`src/rtl/alu_upper_immediate_decode.sv`:
```
// U-type (AUIPC/LUI) decode stage with a two-entry output/skid buffer.
// Optional trap reporting for non-32-bit words is enabled by defining UTYPE_ILLEGAL_TRAP_EN.
module alu_upper_immediate_decode #(
  parameter int DROP_X0     = 1,
  parameter int COUNT_WIDTH = 16
) (
  input  logic        clock,
  input  logic        reset_n,
  input  logic        flush,
  input  logic        in_valid,
  output logic        in_ready,
  input  logic [31:0] in_instr,
  input  logic [31:0] in_pc,
  output logic        out_valid,
  input  logic        out_ready,
  output logic        enable_auipc,
  output logic        enable_lui,
  output logic [31:0] immediate20_utype,
  output logic [4:0]  rd_index,
  output logic [31:0] pc
`ifdef UTYPE_ILLEGAL_TRAP_EN
  ,
  output logic        illegal_valid,
  output logic [31:0] illegal_pc
`endif
);

  localparam logic [4:0] OPC_AUIPC = 5'h05;
  localparam logic [4:0] OPC_LUI   = 5'h0D;

  typedef struct packed {
    logic        auipc;
    logic        lui;
    logic [19:0] imm20;
    logic [4:0]  rd;
    logic [31:0] pc;
  } entry_t;

  localparam entry_t EMPTY_ENTRY = '0;

  logic   out_valid_q;
  logic   skid_valid_q;
  entry_t out_q;
  entry_t skid_q;

  logic   is_32bit;
  logic   is_auipc;
  logic   is_lui;
  logic   rd_is_x0;
  logic   issuable;
  logic   accept;
  logic   push;
  logic   advance;
  entry_t new_entry;

  // Decode is combinational on the incoming word; only issuable U-type words become entries.
  always_comb begin
    is_32bit  = (in_instr[1:0] == 2'b11);
    is_auipc  = is_32bit && (in_instr[6:2] == OPC_AUIPC);
    is_lui    = is_32bit && (in_instr[6:2] == OPC_LUI);
    rd_is_x0  = (in_instr[11:7] == 5'd0);
    issuable  = (is_auipc || is_lui) && !((DROP_X0 != 0) && rd_is_x0);
    accept    = in_valid && in_ready;
    push      = accept && issuable;
    advance   = !out_valid_q || out_ready;
    new_entry = EMPTY_ENTRY;
    new_entry.auipc = is_auipc;
    new_entry.lui   = is_lui;
    new_entry.imm20 = in_instr[31:12];
    new_entry.rd    = in_instr[11:7];
    new_entry.pc    = in_pc;
  end

  assign in_ready          = !skid_valid_q;
  assign out_valid         = out_valid_q;
  assign enable_auipc      = out_q.auipc;
  assign enable_lui        = out_q.lui;
  assign immediate20_utype = {out_q.imm20, 12'h000};
  assign rd_index          = out_q.rd;
  assign pc                = out_q.pc;

  // The skid entry always drains before a new push can land, keeping strict FIFO order.
  always_ff @(posedge clock or negedge reset_n) begin
    if (!reset_n) begin
      out_valid_q  <= 1'b0;
      skid_valid_q <= 1'b0;
      out_q        <= EMPTY_ENTRY;
      skid_q       <= EMPTY_ENTRY;
    end else if (flush) begin
      out_valid_q  <= 1'b0;
      skid_valid_q <= 1'b0;
      out_q.auipc  <= 1'b0;
      out_q.lui    <= 1'b0;
    end else if (advance) begin
      if (skid_valid_q) begin
        out_q        <= skid_q;
        out_valid_q  <= 1'b1;
        skid_valid_q <= 1'b0;
      end else if (push) begin
        out_q       <= new_entry;
        out_valid_q <= 1'b1;
      end else begin
        out_valid_q <= 1'b0;
        out_q.auipc <= 1'b0;
        out_q.lui   <= 1'b0;
      end
    end else if (push) begin
      skid_q       <= new_entry;
      skid_valid_q <= 1'b1;
    end
  end

`ifdef UTYPE_ILLEGAL_TRAP_EN
  // One-cycle pulse for accepted compressed/non-32-bit encodings; pc is held between pulses.
  always_ff @(posedge clock or negedge reset_n) begin
    if (!reset_n) begin
      illegal_valid <= 1'b0;
      illegal_pc    <= 32'd0;
    end else begin
      illegal_valid <= accept && !is_32bit && !flush;
      if (accept && !is_32bit && !flush) begin
        illegal_pc <= in_pc;
      end
    end
  end
`endif

endmodule

```
`config.mk`:
```
export PLATFORM = sky130hd
export DESIGN_NAME = alu_upper_immediate_decode
export DESIGN_NICKNAME = d
export VERILOG_FILES = /design/src/rtl/alu_upper_immediate_decode.sv
export SDC_FILE = /design/constraint.sdc
export NUM_CORES = 1
export LEC_CHECK = 0
export ABC_AREA = 1
export CAP_MARGIN = 25
export CORE_MARGIN = 5
export CORE_UTILIZATION = 53
export DETAILED_ROUTE_END_ITERATION = 8
export PLACE_DENSITY = 0.86
export REMOVE_ABC_BUFFERS = 1
export SYNTH_ARGS = -nofsm -noshare
export SYNTH_HDL_FRONTEND = slang
export SYNTH_SLANG_ARGS = --single-unit
```
`constraint.sdc`:
```
create_clock -name clock -period 3.25 [get_ports clock]
set_clock_uncertainty 0.2 [all_clocks]
set_input_delay 0.65 -clock clock [delete_from_list [all_inputs] [get_ports clock]]
set_output_delay 0.65 -clock clock [all_outputs]
set_load 0.01 [all_outputs]
```
Word level (Yosys, flattened, before mapping)
Index checks and enable logic that the tools add are counted.

Equality and inequality tests: 3. Multiplexer cells: 12. Bitwise operators: 2. Reductions and logical operators: 16.

Operators by type and width (count): $mux W59 (2); $mux W57 (1); $mux W1 (7); $reduce_and A3 Y1 (2); $eq A5 B3 Y1 const B (1); $eq A5 B4 Y1 const B (1); $logic_and A1 B1 Y1 (5); $logic_not A5 Y1 (1); $mux W2 (2); $reduce_bool A2 Y1 (2); $logic_not A1 Y1 (3); $reduce_bool A3 Y1 (1); $eq A2 B2 Y1 const B (1); $logic_or A1 B1 Y1 (2); $not A1 Y1 (2).

Register bits: 120. Bits of input ports: 69. Output and inout bits: 73. Logic and storage cells: 45.

Logic depth before layout (Yosys ltp)
Depth after elaboration: 9. Gate-level depth with buffers: 11. Gate-level depth less buffers: 8.

Worst setup path after synthesis
No wires, ideal clock.

Path kind: input port to flip-flop. Start: input port in_instr[6]. End: register out_q, in the netlist pc[10]. Setup time: 0.117 ns. Data arrival time: 1.571 ns. Data required time: 2.933 ns. Path slack: 1.362 ns. Cell stages on the path: 10. Path buffers: 2. Path through: inv_1 -> nand2_1 -> nor2_1 -> nand3_4 -> nand2_2 -> nand2_2 -> buf_6 -> buf_6 -> nand2_1 -> nand2_1.

Longest elaborated chain between the ends: 7. Elaborated cells between the ends (all ways): 9. Those cells by class: eq/ne: 2; reduce/logical: 7.

Ends and longest elaborated chain: start: declaration (line 12) `input logic [31:0] in_instr,`; $eq A5 B3 Y1 or $eq A5 B4 Y1 (tied branches) (line 59, 60); $logic_and A1 B1 Y1 (on tied branches) (line 59, 60); $logic_or A1 B1 Y1 (*) (line 62) `issuable = (is_auipc || is_lui) && !((DROP_X0 != 0) && rd_is_x0);`; $logic_and A1 B1 Y1 (*) (line 62); $logic_and A1 B1 Y1 (*) (line 64) `push = accept && issuable;`; $reduce_bool A2 Y1 (no line) (*); $reduce_and A3 Y1 (no line) (*); end signal: assignment (line 96) `out_q <= skid_q;`; end signal: assignment (line 100) `out_q <= new_entry;`; end: declaration (line 43) `entry_t out_q;`.

Every way passes the cells marked *; elsewhere a longest branch is shown, timed or not. A chain may end at the register's enable or synchronous reset.

Final worst setup path
Start: register skid_valid_q. End: output port in_ready.

Longest elaborated chain between the ends: 1.

Ends and longest elaborated chain: start: declaration (line 42) `logic skid_valid_q;`; start signal: assignment (line 86) `skid_valid_q <= 1'b0;`; start signal: assignment (line 91) `skid_valid_q <= 1'b0;`; start signal: assignment (line 98) `skid_valid_q <= 1'b0;`; $logic_not A1 Y1 (line 74) `assign in_ready = !skid_valid_q;`; end: declaration (line 11) `output logic in_ready,`.

Every way passes these cells.

==> metrics.yaml <==
outcome: "complete, no violations"
vias: 5116
multi_input_area_mm2: 0.002145
critical_path_required_ns: 2.40
drv_slew: 0
layout_commonest_cell: "nand2_1"
synth-edff-count: 0
clk_path_buf_depth: 2
hold_violations: 0
syn_inst: 712
start_util_pct: 54.29
final_cell_area_mm2: 0.007505
synth_cell_types: 20
cp_cell_sequence: "inv_4 > clkdlybuf4s50_1"
max_slew_margin_pct: 57.53
synth.avg_cell_area_um2: 7.836
power.leakage_nw: 3.907
power_density_mw_per_mm2: 554.6
most-common-layout-cells: "nand2_1 (330), clkdlybuf4s50_1 (128), dfrtp_1 (120), o21ai_0 (90), nand3_1 (59)"
hpwl_um: 9437
cts_sinks: 120
viasPerCell: 5.236
detail_route.wl_per_cell_um: 14.77
final-seq-area_mm2: 0.003003
yosys.area.top_type_share_pct: 53.82
wirelength_um: 14430
total_power_mw: 4.162
utilization_pct: 73.02
rsz0062_at_grt: "no"
clock_latency_ns: 0.51
cts_root_buf: "clkbuf_8"
die_area_mm2: 0.01268
ys_warn_count: 0
ys_seq_area_share_pct: 53.82
grt_pass1_wl_um: 24210
drt_iter0_markers: 362
io_buffers: 129
yosysTopAreaCell: "dfrtp_1"
cpPeakStageDelay_ns: 0.63
path_max_fanout: 42
post-route-min-period_ns: 2.729
die_h_um: 112.6
critPathSlowestCell: "clkdlybuf4s50_1"
finalCritPeriodShare_pct: 83.98
vdd_drop_max_mv: 0.3403
grt.total_usage_pct: 23.19
clkSlewWorstSetupHoldPaths_ns: 0.06
drv_cap: 0
startpoint_type: "flip-flop"
dr.pass1.iters: 5
fp.coreArea_mm2: 0.01028
critPathArrivalTime_ns: 1.88
fmax_ghz: 0.3664
cts_made_buffers: 17
hold_path.class: "reg2reg"
grt_max_degree: 54
grt_overflow_total: 0
ctsResizeCount: 0
die_w_um: 112.6
grt_pass1_vias: 5112
synth_area_mm2: 0.005579
r2r_setup_slack_ns: 0.74
synthArstFlopShare_pct: 100.0
path_class: "reg2out"
antenna_left: 0
route.detailed.drc: 0
rows: 37
tightestPinTransition_ns: 0.6371
antenna_found_initial: 0
finalNetCount: 897
synth_ff_type: "dfrtp_1"
setup_viol: 0
io_pins: 142
nFillCells: 768
synthTopCellsByArea: "dfrtp_1 (54%), nand2_1 (22%), o21ai_0 (8.1%), nand3_1 (5.3%), inv_1 (2.4%)"
drive_gt1_share_pct: 6.421
routabilityCongestion: 0.8369
end_kind: "output pin"
n_antenna_cell: 0
placedInstanceArea_mm2: 0.006865
htreeDepth: 4
synth-seq-cells: 120
syn_to_final_growth_pct: 34.51
tns_ns: 0
holdWs_ns: 0.2688
cts_tree: "done"
-- critical path, delay by kind of cell, from the launching register on --
kind                   cells  cell delay [ns]
DFF                        1             0.40
buffers and inverters      2             0.97
-- cell usage after synthesis (3+ instances only) --
master      n
nand2_1   330
dfrtp_1   120
o21ai_0    90
nand3_1    59
inv_1      36
clkbuf_1   21
buf_4      16
buf_2      12
nor2_1      8
buf_6       6
nand2_2     3
-- metrics by stage --
| step | setup WS [ns] | cells |
|---|---|---|
| final | 0.5207 | 977 |
| after global routing | 0.4244 | 977 |
| after CTS | 0.4977 | 977 |
| after detailed placement | 0.3530 | 944 |
| after global placement | 0.4425 | 944 |
| after floorplan | -0.9452 | 665 |
-- repair_timing --
action	CTS	global route
setup buffers	0	0
hold endpoints to repair	46	0
hold buffers	1	0
-- area by class of cell --
| type | count | share of cell area [%] |
|---|---|---|
| flip-flops and latches | 120 | 40.01 |
| multi-input cells | 508 | 28.58 |
| repair buffers | 144 | 18.87 |
| clock buffers | 21 | 6.119 |
| clock inverters | 11 | 2.267 |
| well taps | 136 | 2.267 |
| inverters | 37 | 1.884 |
-- path summary, 6_finish.rpt --
check	from	endpoint	cells past startpoint
max reg2reg	skid_valid_q	skid_q[6]	8
min	pc[27]	pc[27]	2
min reg2reg	pc[27]	pc[27]	2
min in group asynchronous	reset_n	pc[15]	2
max in group asynchronous	reset_n	skid_q[40]	3
max	skid_valid_q	in_ready	2
-- per-layer routing --
metal / vias to the layer above / wire (um) / track usage [%]
met5: - / 0 / 0
met4: 0 / 203 / 8.494
met3: 18 / 1160 / 5.822
met2: 238 / 7089 / 37.44
met1: 2418 / 5979 / 30.37
li1: 2442 / - / -
-- cell families (layout without fill, tap and decap cells) --
kind of cell,Yosys count,after routing,share of synthesized area [%]
AO/OA/AOI/OAI,91,91,8.163
buffers and inverters,95,213,8.612
flip-flops,120,120,53.82
other,1,12,0.06722
AND/OR/NAND/NOR,405,405,29.33
-- report_power, final --
part           internal, mW  switching, mW  leakage, nW
logic                 0.296          0.242         2.15
registers              1.60         0.0595         1.46
clock network          1.31          0.663        0.300
-- flip-flops by register name (all words and copies together), names as in the netlist --
name and flops:
skid_q 59, enable_auipc 1, skid_valid_q 1, pc 32, immediate20_utype 20, out_valid 1, rd_index 5, enable_lui 1
No activity file was read; power rests on OpenSTA's default activity.
==> RTL edit (same flow settings) <==
Build with the macro `UTYPE_ILLEGAL_TRAP_EN` defined.
--- a/src/rtl/alu_upper_immediate_decode.sv
+++ b/src/rtl/alu_upper_immediate_decode.sv
@@ -2,2 +2,4 @@
 // Optional trap reporting for non-32-bit words is enabled by defining UTYPE_ILLEGAL_TRAP_EN.
+`define UTYPE_ILLEGAL_TRAP_EN
+
 module alu_upper_immediate_decode #(
Check against the original RTL (old outputs only; new: illegal_pc and illegal_valid): equivalent (Yosys induction, for registers that start in step).
==> RTL edit against the original RTL <==
The run now ends with hold timing left. Critical path depth rose by 7. Fmax rose by 15%. Sequential cell count grew 33. Synthesized cell count is 10% higher. Final cell count rose by 13%. Total power is 15% higher. Hold slack got worse by 0.28 ns. First-iteration DRC count grew 51%. Non-clock buffer count grew 31. Worst setup slack improved by 0.35 ns. Clock power down 9%. Area after synthesis grew 19%. Final area is 18% higher. Wire length up 11%. Critical path type is now input pin to flip-flop.
==> RTL edit: results (changes against the original RTL) <==
[worst_setup_path]
r2r-end = immediate20_utype[15]$_DFFE_PN0P_  ; was skid_q[6]$_DFFE_PN0P_
path_max_fanout = 39  ; was 42
r2r_cells = 9  ; was 8
crit_family = simple AND/OR/NAND/NOR gates  ; was buffers and inverters
critPathMaxStageDelay_ns = 0.42  ; was 0.63 ns
critPathArrivalTime_ns = 2.53  ; was 1.88 ns
r2r_slack_ns = 1.19  ; was 0.74 ns

[sta]
whs_ns = -0.0106  ; was 0.269 ns
worst_slack_ns = 0.872  ; was 0.521 ns
slew_headroom_pct = 33.2  ; was 57.5%
hold_violations = 15  ; was 0

[status]
violations = hold timing
status = finished with violations  ; was finished, final reports clean

[final_layout]
drive_above_1_share_pct = 5.12  ; was 6.42%
fin_nets = 997  ; was 897
stdcell_count = 1105  ; was 977

[pwr]
pg_seq_uw = 2170  ; was 1660 uW
vdd_drop_max_uv = 356  ; was 340 uV
pwr-share-comb_pct = 16.9  ; was 12.9%
total_leakage_power_uw = 0.00415  ; was 0.00391 uW
p_total_uw = 4770  ; was 4160 uW

[place]
io_buffers = 162  ; was 129
dp_hpwl_mm = 10.6  ; was 9.44 mm
dp_slack_ns = 0.476  ; was 0.353 ns
place_area_um2 = 8310  ; was 6870 um^2
place_inst = 1077  ; was 944

[yosys]
synth_common_cells = nand2_1 (250), dfrtp_1 (153), o21ai_0 (102)  ; was nand2_1 (330), dfrtp_1 (120), o21ai_0 (90)
synthCells = 785  ; was 712
ys_seq_area_share_pct = 57.6  ; was 53.8%
synthTopCellsByArea = dfrtp_1 (58%), nand2_1 (14%), o21ai_0 (7.7%), nand3_1 (4.4%), inv_1 (3.6%)  ; was dfrtp_1 (54%), nand2_1 (22%), o21ai_0 (8.1%), nand3_1 (5.3%), inv_1 (2.4%)

[global_route]
track_usage_pct = 22.8  ; was 23.2%
grt_pass1_vias = 5517  ; was 5,112
grt_max_degree = 117  ; was 54

[detailed_routing]
wl_mm = 16.1  ; was 14.4 mm
detail_route.vias_per_cell = 5.03  ; was 5.24
drt_iter0_markers = 548  ; was 362

[clock_network]
root_buffer = clkbuf_16  ; was clkbuf_8
clkLatencyLatePin_ns = 0.41  ; was 0.51 ns

[worst_hold_path]
holdCritPathClass = input pin to asynchronous set/reset pin  ; was flip-flop to flip-flop

RTL edit: cell count changes after synthesis, moves of 4 or more:
cell     delta
nand2_1    -80
a21oi_1    +33
dfrtp_1    +33
nor2_1     +30
inv_1      +28
o21ai_1    +13
o21ai_0    +12
buf_2       +4
RTL edit: worst max path at each step:
stage | startpoint | end
after floorplan | out_ready | immediate20_utype[12]$_DFFE_PN0P_
after global placement | in_instr[9] | pc[11]$_DFFE_PN0P_
after detailed placement | in_instr[11] | rd_index[1]$_DFFE_PN0P_
after CTS | skid_valid_q$_DFFE_PN0P_ | in_ready
after global routing | in_instr[11] | immediate20_utype[15]$_DFFE_PN0P_
final | in_instr[9] | immediate20_utype[15]$_DFFE_PN0P_
RTL edit: routing by layer:
layer	vias to the layer above	share of wire, %	GRT usage (%)
li1	2743	-	-
met1	2603	42	28.9
met2	177	47	36.7
met3	31	8.8	7.10
met4	0	2.2	9.24
met5	-	0	0
RTL edit: area by class of cell:
| class | instances | area [um^2] |
|---|---|---|
| clock inverters | 3 | 42.5 |
| multi-input cells | 516 | 2280 |
| repair buffers | 175 | 1750 |
| fillers | 919 | 3320 |
| inverters | 65 | 246 |
| well taps | 168 | 210 |
| clock buffers | 25 | 485 |
| flip-flops and latches | 153 | 3830 |
RTL edit: kinds of logic (layout without fill, tap and decap cells):
logic type / after synthesis / in the layout / share of synthesized area, %
AO/OA/AOI/OAI: 149 / 149 / 11.2
buffers and inverters: 127 / 268 / 8.99
flip-flops: 153 / 153 / 57.6
other: 1 / 12 / 0.0565
AND/OR/NAND/NOR: 355 / 355 / 22.1
